<file path="src/rtl/bus_region_decoder_if.sv">
// CPU-bus side of the region decoder: master request, slave acks, select and fault monitor.
// The master modport is the environment view (CPU master plus slave acks).
interface bus_region_decoder_if #(
   parameter int unsigned AW     = 32,
   parameter int unsigned NSLAVE = 9
);
   logic              cyc_i;
   logic              stb_i;
   logic [AW-1:0]     adr_i;
   logic [NSLAVE-1:0] s_ack_i;
   logic [NSLAVE-1:0] sel_o;
   logic              ack_o;
   logic              err_o;
   logic              fault_valid_o;
   logic [1:0]        fault_code_o;
   logic [AW-1:0]     fault_adr_o;
   logic              fault_clr_i;

   modport master (
      output cyc_i, stb_i, adr_i, s_ack_i, fault_clr_i,
      input  sel_o, ack_o, err_o, fault_valid_o, fault_code_o, fault_adr_o
   );

   modport slave (
      input  cyc_i, stb_i, adr_i, s_ack_i, fault_clr_i,
      output sel_o, ack_o, err_o, fault_valid_o, fault_code_o, fault_adr_o
   );
endinterface

</file>
<file path="src/rtl/bus_region_decoder.sv">
// Registered NSLAVE-region address decoder with per-transaction FSM, slave timeout
// and a sticky first-fault register for the bus monitor.
module bus_region_decoder #(
   parameter int unsigned             AW      = 32,
   parameter int unsigned             NSLAVE  = 9,
   parameter logic [NSLAVE*AW-1:0]    LO      = {32'hffc00000, 32'hff400100, 32'hff400030,
                                                 32'hff400020, 32'hff400010, 32'hff400000,
                                                 32'hfe000000, 32'h00800000, 32'h00000000},
   parameter logic [NSLAVE*AW-1:0]    HI      = {32'hffffffff, 32'hff4013ff, 32'hff40003f,
                                                 32'hff40002f, 32'hff40001f, 32'hff40000f,
                                                 32'hfe3fffff, 32'h00ffffff, 32'h0007ffff},
   parameter int unsigned             TIMEOUT = 255
) (
   input logic                clk_i,
   input logic                rst_i,
   bus_region_decoder_if.slave bus
);

   localparam int unsigned    CW       = (TIMEOUT == 0) ? 1 : $clog2(TIMEOUT + 1);
   localparam logic [CW-1:0]  CNT_LAST = CW'((TIMEOUT == 0) ? 0 : TIMEOUT - 1);

   typedef enum logic [1:0] {IDLE, ACTIVE, ERR} state_e;

   state_e            state_q, state_d;
   logic [NSLAVE-1:0] sel_q, sel_d;
   logic              err_q, err_d;
   logic [CW-1:0]     cnt_q, cnt_d;
   logic [AW-1:0]     adr_q, adr_d;
   logic              fault_valid_q, fault_valid_d;
   logic [1:0]        fault_code_q, fault_code_d;
   logic [AW-1:0]     fault_adr_q, fault_adr_d;

   logic [NSLAVE-1:0] hit_vec;
   logic              hit;
   logic              found;
   logic              ack;
   logic              cap_miss;
   logic              cap_to;

   // Lowest-indexed matching region wins, keeping the select one-hot under overlap.
   always_comb begin
      hit_vec = '0;
      found   = 1'b0;
      for (int unsigned i = 0; i < NSLAVE; i++) begin
         if (!found && bus.adr_i >= LO[i*AW +: AW] && bus.adr_i <= HI[i*AW +: AW]) begin
            hit_vec[i] = 1'b1;
            found      = 1'b1;
         end
      end
   end

   assign hit = found;
   assign ack = |(bus.s_ack_i & sel_q);

   always_comb begin
      state_d       = state_q;
      sel_d         = sel_q;
      err_d         = 1'b0;
      cnt_d         = cnt_q;
      adr_d         = adr_q;
      fault_valid_d = fault_valid_q;
      fault_code_d  = fault_code_q;
      fault_adr_d   = fault_adr_q;
      cap_miss      = 1'b0;
      cap_to        = 1'b0;

      case (state_q)
         IDLE: begin
            if (bus.cyc_i && bus.stb_i) begin
               adr_d = bus.adr_i;
               if (hit) begin
                  sel_d   = hit_vec;
                  cnt_d   = '0;
                  state_d = ACTIVE;
               end else begin
                  err_d    = 1'b1;
                  cap_miss = 1'b1;
                  state_d  = ERR;
               end
            end
         end
         ACTIVE: begin
            // Ack outranks a timeout landing on the same cycle.
            if (ack || !bus.cyc_i) begin
               sel_d   = '0;
               state_d = IDLE;
            end else if (TIMEOUT != 0 && cnt_q == CNT_LAST) begin
               sel_d   = '0;
               err_d   = 1'b1;
               cap_to  = 1'b1;
               state_d = ERR;
            end else if (cnt_q != {CW{1'b1}}) begin
               cnt_d = cnt_q + CW'(1);
            end
         end
         ERR: begin
            state_d = IDLE;
         end
         default: begin
            sel_d   = '0;
            state_d = IDLE;
         end
      endcase

      // A clear in the capture cycle re-arms the register, so the new fault lands.
      if ((cap_miss || cap_to) && (!fault_valid_q || bus.fault_clr_i)) begin
         fault_valid_d = 1'b1;
         fault_code_d  = cap_miss ? 2'b01 : 2'b10;
         fault_adr_d   = cap_miss ? bus.adr_i : adr_q;
      end else if (bus.fault_clr_i) begin
         fault_valid_d = 1'b0;
         fault_code_d  = 2'b00;
         fault_adr_d   = '0;
      end
   end

   always_ff @(posedge clk_i or posedge rst_i) begin
      if (rst_i) begin
         state_q       <= IDLE;
         sel_q         <= '0;
         err_q         <= 1'b0;
         cnt_q         <= '0;
         adr_q         <= '0;
         fault_valid_q <= 1'b0;
         fault_code_q  <= 2'b00;
         fault_adr_q   <= '0;
      end else begin
         state_q       <= state_d;
         sel_q         <= sel_d;
         err_q         <= err_d;
         cnt_q         <= cnt_d;
         adr_q         <= adr_d;
         fault_valid_q <= fault_valid_d;
         fault_code_q  <= fault_code_d;
         fault_adr_q   <= fault_adr_d;
      end
   end

   assign bus.sel_o         = sel_q;
   assign bus.ack_o         = ack;
   assign bus.err_o         = err_q;
   assign bus.fault_valid_o = fault_valid_q;
   assign bus.fault_code_o  = fault_code_q;
   assign bus.fault_adr_o   = fault_adr_q;

endmodule

</file>
<file path="src/flat_wrapper.sv">
// flat-port wrapper written by rule: the top's interface ports become plain ports
module bus_region_decoder_flat 
#(
   parameter int unsigned             AW      = 32,
   parameter int unsigned             NSLAVE  = 9,
   parameter logic [NSLAVE*AW-1:0]    LO      = {32'hffc00000, 32'hff400100, 32'hff400030,
                                                 32'hff400020, 32'hff400010, 32'hff400000,
                                                 32'hfe000000, 32'h00800000, 32'h00000000},
   parameter logic [NSLAVE*AW-1:0]    HI      = {32'hffffffff, 32'hff4013ff, 32'hff40003f,
                                                 32'hff40002f, 32'hff40001f, 32'hff40000f,
                                                 32'hfe3fffff, 32'h00ffffff, 32'h0007ffff},
   parameter int unsigned             TIMEOUT = 255
)
  (clk_i, rst_i, bus_cyc_i, bus_stb_i, bus_adr_i, bus_s_ack_i, bus_fault_clr_i, bus_sel_o, bus_ack_o, bus_err_o, bus_fault_valid_o, bus_fault_code_o, bus_fault_adr_o);
  bus_region_decoder_if #(.AW(AW), .NSLAVE(NSLAVE)) bus_i ();
  input logic clk_i;
  input logic rst_i;
  input wire logic [$bits(bus_i.cyc_i)-1:0] bus_cyc_i;
  input wire logic [$bits(bus_i.stb_i)-1:0] bus_stb_i;
  input wire logic [$bits(bus_i.adr_i)-1:0] bus_adr_i;
  input wire logic [$bits(bus_i.s_ack_i)-1:0] bus_s_ack_i;
  input wire logic [$bits(bus_i.fault_clr_i)-1:0] bus_fault_clr_i;
  output wire logic [$bits(bus_i.sel_o)-1:0] bus_sel_o;
  output wire logic [$bits(bus_i.ack_o)-1:0] bus_ack_o;
  output wire logic [$bits(bus_i.err_o)-1:0] bus_err_o;
  output wire logic [$bits(bus_i.fault_valid_o)-1:0] bus_fault_valid_o;
  output wire logic [$bits(bus_i.fault_code_o)-1:0] bus_fault_code_o;
  output wire logic [$bits(bus_i.fault_adr_o)-1:0] bus_fault_adr_o;
  assign bus_i.cyc_i = bus_cyc_i;
  assign bus_i.stb_i = bus_stb_i;
  assign bus_i.adr_i = bus_adr_i;
  assign bus_i.s_ack_i = bus_s_ack_i;
  assign bus_i.fault_clr_i = bus_fault_clr_i;
  assign bus_sel_o = bus_i.sel_o;
  assign bus_ack_o = bus_i.ack_o;
  assign bus_err_o = bus_i.err_o;
  assign bus_fault_valid_o = bus_i.fault_valid_o;
  assign bus_fault_code_o = bus_i.fault_code_o;
  assign bus_fault_adr_o = bus_i.fault_adr_o;
  bus_region_decoder #(.AW(AW), .NSLAVE(NSLAVE), .LO(LO), .HI(HI), .TIMEOUT(TIMEOUT)) u_core (.clk_i(clk_i), .rst_i(rst_i), .bus(bus_i));
endmodule
</file>
<file path="config.mk">
export PLATFORM = sky130hd
export DESIGN_NAME = bus_region_decoder_flat
export DESIGN_NICKNAME = d
export VERILOG_FILES = /design/src/rtl/bus_region_decoder_if.sv /design/src/rtl/bus_region_decoder.sv /design/src/flat_wrapper.sv
export SDC_FILE = /design/constraint.sdc
export NUM_CORES = 1
export LEC_CHECK = 0
export ABC_AREA = 1
export BUFFER_PORTS_ARGS = -buffer_cell sky130_fd_sc_hd__buf_2
export CORE_MARGIN = 1
export CORE_UTILIZATION = 61
export CTS_BUF_LIST = sky130_fd_sc_hd__clkbuf_4
export DETAILED_ROUTE_END_ITERATION = 8
export MAX_ROUTING_LAYER = met4
export PLACE_DENSITY_LB_ADDON = 0.2
export SLEW_MARGIN = 20
export SYNTH_ARGS = -nofsm -noshare
export SYNTH_HDL_FRONTEND = slang
export SYNTH_SLANG_ARGS = --single-unit
</file>
<file path="constraint.sdc">
create_clock -name clk_i -period 5.4 [get_ports clk_i]
set_clock_uncertainty 0.15 [all_clocks]
set_input_delay 0.81 -clock clk_i [delete_from_list [all_inputs] [get_ports clk_i]]
set_output_delay 0.81 -clock clk_i [all_outputs]
set_load 0.03 [all_outputs]
</file>
After elaboration in Yosys (flattened, before gate mapping)
Cells that the tools add are included.
Word-level totals
  input port bits: 46
  flip-flop bits (word level): 87
  output and inout bits: 46
  logic and storage cells: 127
Operators by class
  reductions and logical operators: 40
  bitwise operators: 2
  add/sub/neg operators: 1
  $lt $le $gt $ge: 18
  muxes and demuxes: 48
  equality and inequality tests: 10
Operators with widths (number)
  32-bit greater-or-equal comparator (second input constant): 7
  32-bit less-or-equal comparator (second input constant): 7
  32-bit 2-to-1 mux: 3
  8-bit 2-to-1 mux: 5
  9-bit 2-to-1 mux: 4
  32-bit by 1-bit greater-or-equal comparator with 1-bit output (second input constant): 1
  32-bit by 24-bit greater-or-equal comparator with 1-bit output (second input constant): 1
  32-bit by 19-bit less-or-equal comparator with 1-bit output (second input constant): 1
  32-bit by 24-bit less-or-equal comparator with 1-bit output (second input constant): 1
  9-bit case mux with 3 select lines: 1
  1-bit 2-to-1 mux: 25
  1-bit logical AND: 19
  8-bit case mux with 2 select lines: 1
  2-bit 2-to-1 mux: 7
  1-bit logical NOT: 10
  9-bit bitwise AND: 1
  9-bit OR reduction: 1
  8-bit by 1-bit adder with 8-bit output (second input constant): 1
  8-bit == test (second input constant): 1
  8-bit != test (second input constant): 1
  2-bit by 1-bit != test with 1-bit output (second input constant): 3
  6-bit AND reduction: 1
  2-bit != test (second input constant): 2
  2-bit case mux with 2 select lines: 1
  10 further kinds: 14

Longest topological paths before layout
  depth after elaboration: 41
  depth in mapped cells: 17
  mapped depth without buffers: 16

Least setup slack after synthesis
Ideal clock, no wire load.
  path type: input port to flip-flop
  from: input bus_adr_i[15]
  to: register u_core.fault_adr_q[17], in the netlist u_core.bus.fault_adr_o[17]
  arrival time: 2.205 ns
  data required time: 5.131 ns
  cell stages on the path: 15
  setup slack: 2.927 ns
  cells stage by stage: nor2_1 > nand2_1 > nor2_2 > nand2_1 > nand2_1 > nand2_1 > nand2_1 > inv_2 > nor2_2 > nand4_2 > nand2_2 > nand3_4 > buf_2 > nand3_1 > nand2_1
Between the ends
  cells in the longest elaborated chain, start to end: 41
RTL lines
  start, declared: line flat_wrapper.sv:20  | input wire logic [$bits(bus_i.adr_i)-1:0] bus_adr_i;
  32-bit by 1-bit greater-or-equal comparator with 1-bit output or 32-bit by 19-bit less-or-equal comparator with 1-bit output (tied branches): line bus_region_decoder.sv:45  | if (!found && bus.adr_i >= LO[i*AW +: AW] && bus.adr_i <= HI[i*AW +: AW]) begin
  1-bit logical AND: line bus_region_decoder.sv:45
  1-bit 2-to-1 mux: line bus_region_decoder.sv:45
  1-bit logical NOT: line bus_region_decoder.sv:45
  1-bit logical AND (2 in a row): line bus_region_decoder.sv:45
  1-bit 2-to-1 mux: line bus_region_decoder.sv:45
  1-bit logical NOT: line bus_region_decoder.sv:45
  1-bit logical AND (2 in a row): line bus_region_decoder.sv:45
  [22 not listed]
  1-bit logical AND (2 in a row): line bus_region_decoder.sv:45
  1-bit 2-to-1 mux (*): line bus_region_decoder.sv:45
  1-bit 2-to-1 mux (*): line bus_region_decoder.sv:71  | if (hit) begin
  1-bit 2-to-1 mux (*): line bus_region_decoder.sv:69  | if (bus.cyc_i && bus.stb_i) begin
  1-bit 2-to-1 mux (*): line bus_region_decoder.sv:67  | case (state_q)
  1-bit logical OR: line bus_region_decoder.sv:106  | if ((cap_miss || cap_to) && (!fault_valid_q || bus.fault_clr_i)) begin
  1-bit logical AND: line bus_region_decoder.sv:106
  32-bit 2-to-1 mux or 2-bit nonzero test (tied branches)
  end signal, assigned: line bus_region_decoder.sv:135  | fault_adr_q <= fault_adr_d;
  end, declared: line bus_region_decoder.sv:31  | logic [AW-1:0] fault_adr_q, fault_adr_d;
Mark *: on every way between the ends. The rest lies on a longest branch, timed or not.
A chain may end at the register's enable or synchronous reset.

Worst setup path in the final report
  from: input bus_adr_i[23]
  to: register u_core.fault_adr_q[26], in the netlist u_core.bus.fault_adr_o[26]
Same word-level chain as after synthesis.

==> results.md <==
* Post-Synth Adder-Cell Area at 0.00540
* RSZ-0062 raised after global routing: no
* Setup CP Type: in2reg
* Vias in the first global route at 3809
* Register-to-Register Path Depth at 11
* Largest family of logic cells by synthesized area: simple AND/OR/NAND/NOR gates
* Clock Path Buffers at 2
* Yosys reg bits at 87
* DRC at 0
* # IOs at 92
* Worst slew pin tran at 0.779 ns
* IO Port Bufs at 91
* Slowest stage delay, CP at 0.56 ns
* VDD IR max at 0.261 mV
* Max-cap viol count at 0
* CTS sink count at 87
* Buf/Inv on CP at 3
* Largest net degree at the start of global routing at 61
* Antenna-violating nets left at 0
* CTS tree: built
* Cell count after synthesis at 646
* Syn nets at 694
* Mux share of post-synthesis cell area at 0
* Hold Path Class: in2async
* Crit path DAT at 3.21 ns
* Synth unique cells at 29
* Mapped cell area at 4630 um2
* Die ar. at 7940 um2
* Max Freq at 0.331 GHz
* Row Count at 31
* Post-layout nets at 776
* Dpl ws at 1.93 ns
* P per Cell Area at 495 nW/um2
* Initial core utilization at 0.635
* Area leader, netlist: dfrtp_1
* Die X at 89.1 um
* Hold_buf cts at 0
* Final setup viols at 0
* Critical Path Sink Type: flop
* Cts bufs inserted at 9
* Critical path's top delay family: simple AND/OR/NAND/NOR gates
* Crit path max fanout at 18
* GRT Residual Overflow at 0
* Wirelength per Cell at 13.8 um
* Post-synth top area share at 0.470
* Final count of pins violating max slew at 0
* Most frequent cell on the critical path: nand2_1
* First-pass iteration count of the detailed router at 5
* Layout cells sized above 1 at 0.177
* Crit-path cells: buf_2 > inv_2 > nand2_1 > nor2_1 > nand2_1 > nor2_2 > nand2_1 > nand3_1 > nand3_2 > nor3_1 > nand4_1 > buf_4 > nand2_1 > nand2_1 > nand2_1 > nand2_1
* Critical Path RT at 5.59 ns
* Via/cell ratio at 5.35
* GRT Overall Usage at 0.312
* Synth warnings at 0
* GPL Wtd Cong at 0.920
* First-pass GRT wire length at 18.1 mm
* HPWL Detailed at 8.02 mm
* H-tree Lvls at 3
* Post-CTS sizing at 0
* Sequential element share of the synthesized area at 0.470
* Status: finished clean
* Worst-Skew Late Latency at 0.45 ns
* Initial antenna violation count at 0
* Total core area at 7290 um2
* Synthesized area per cell at 7.17 um2
* Diode count at 0
* Critical path's slowest cell: nand4_1
* Setup TNS at 0 ns
* Final WS setup at 2.38 ns
* Setup crit start kind: input pin
* Synth Area in Compound Gates at 0.0508
* Simple-gate share of the synthesized area at 0.386
* Final Cycle Share at 0.560
* Routed vias at 4454
* DR iter-0 viols at 362
* Area grow syn2layout at 13.2%
* Post-CTS setup buffer count at 0
* Instance count on the critical path at 16
* Synth Area in XOR/XNOR at 0.00946
* Worst slew margin at 0.480
* Ranking of synthesized cells by area: dfrtp_1 47%, nand2_1 23%, nand3_1 8.5%
* Chip height at 89.1 um
* Final hold vios at 0
* CTS clock-pin slew for the worst setup and hold paths at 0.14 ns
* Clk root buf: clkbuf_4
* Static Leakage at 3.04 nW
* WL final at 11.5 mm
* Min cycle time layout at 3.02 ns
-- flip-flops by register name, indices dropped and copies added, names as in the netlist --
name / count
u_core.cnt_q: 8
u_core.bus.fault_valid_o: 1
u_core.bus.err_o: 1
u_core.bus.sel_o: 9
u_core.bus.fault_adr_o: 32
u_core.state_q: 2
u_core.adr_q: 32
u_core.bus.fault_code_o: 2
-- path summary, 6_finish.rpt --
check,startpoint,to,slack (ns)
worst max-delay path,bus_adr_i[23],u_core.bus.fault_adr_o[26],2.38
worst min-delay path,rst_i,u_core.cnt_q[6],0.20
worst max register to register,u_core.state_q[0],u_core.bus.fault_adr_o[12],2.85
worst min register to register,u_core.adr_q[28],u_core.adr_q[28],0.34
max in group asynchronous,rst_i,u_core.bus.fault_adr_o[16],3.78
min in group clk_i,u_core.adr_q[28],u_core.adr_q[28],0.34
-- area by class of cell --
| class | count | area, um2 |
|---|---|---|
| Sequential cell | 87 | 2180 |
| Fill cell | 636 | 2050 |
| Timing Repair Buffer | 97 | 500 |
| Inverter | 54 | 209 |
| Multi-Input combinational cell | 479 | 2090 |
| Tap cell | 99 | 124 |
| Clock buffer | 11 | 82.6 |
| Clock inverter | 5 | 57.6 |
-- cell families after synthesis --
| kind of cell | Yosys count |
|---|---|
| fa+ha+maj | 2 |
| flops | 87 |
| xor+xnor | 5 |
| compound gates | 44 |
| simple gates | 428 |
| buf+inv | 80 |
-- synthesized netlist by cell type --
master / n
a211oi_1: 2
a21oi_1: 4
a22o_1: 1
a31o_2: 1
buf_1: 1
buf_2: 8
buf_6: 6
clkbuf_1: 11
clkinv_1: 2
clkinv_4: 1
dfrtp_1: 87
ha_1: 2
inv_1: 48
inv_2: 3
nand2_1: 283
nand2_2: 1
nand3_1: 79
nand3_2: 2
nand3_4: 1
nand4_1: 7
nand4_2: 1
nor2_1: 42
nor2_2: 6
nor2_4: 1
nor3_1: 5
o211ai_1: 1
o21ai_0: 28
o21ai_1: 7
xor2_1: 5
-- placed cells by master, fill, tap and decap left out, drive strengths merged --
cell / n
dfrtp: 87
nor2: 49
a211oi: 2
nor3: 5
clkbuf: 11
nand3: 82
a31o: 1
nand2: 284
clkinv: 5
o211ai: 1
xor2: 5
a22o: 1
clkinvlp: 2
buf: 97
bufinv: 1
a21oi: 4
nand4: 8
ha: 2
inv: 51
o21ai: 35
-- per-layer routing --
layer	track usage	vias up	wire length, um
li1	-	2205	-
met1	0.414	2049	4970
met2	0.484	180	5510
met3	0.0831	20	892
met4	0.0678	0	123
met5	-	-	0
-- metrics by stage --
| stage | cell area, um2 | total power [mW] | hold slack [ns] | cells | util |
|---|---|---|---|---|---|
| 5_1_grt | 5240 | 2.78 | 0.208 | 832 | 0.719 |
| 4_1_cts | 5240 | 2.60 | 0.200 | 832 | 0.719 |
| 6_report | 5240 | 2.59 | 0.198 | 832 | 0.719 |
| 3_3_place_gp | 5100 | 2.19 | 0.304 | 816 | 0.700 |
| 3_5_place_dp | 5100 | 2.23 | 0.308 | 816 | 0.700 |
| 2_1_floorplan | 4630 | 1.95 | 0.292 | 646 | - |
-- report_power, final --
| part | total, mW | switching [mW] | internal (mW) | leakage [nW] |
|---|---|---|---|---|
| logic | 1.16 | 0.845 | 0.319 | 1.83 |
| registers | 1.06 | 0.145 | 0.910 | 1.14 |
| clock network | 0.376 | 0.224 | 0.152 | 0.0711 |
No activity file was read; power rests on OpenSTA's default activity.
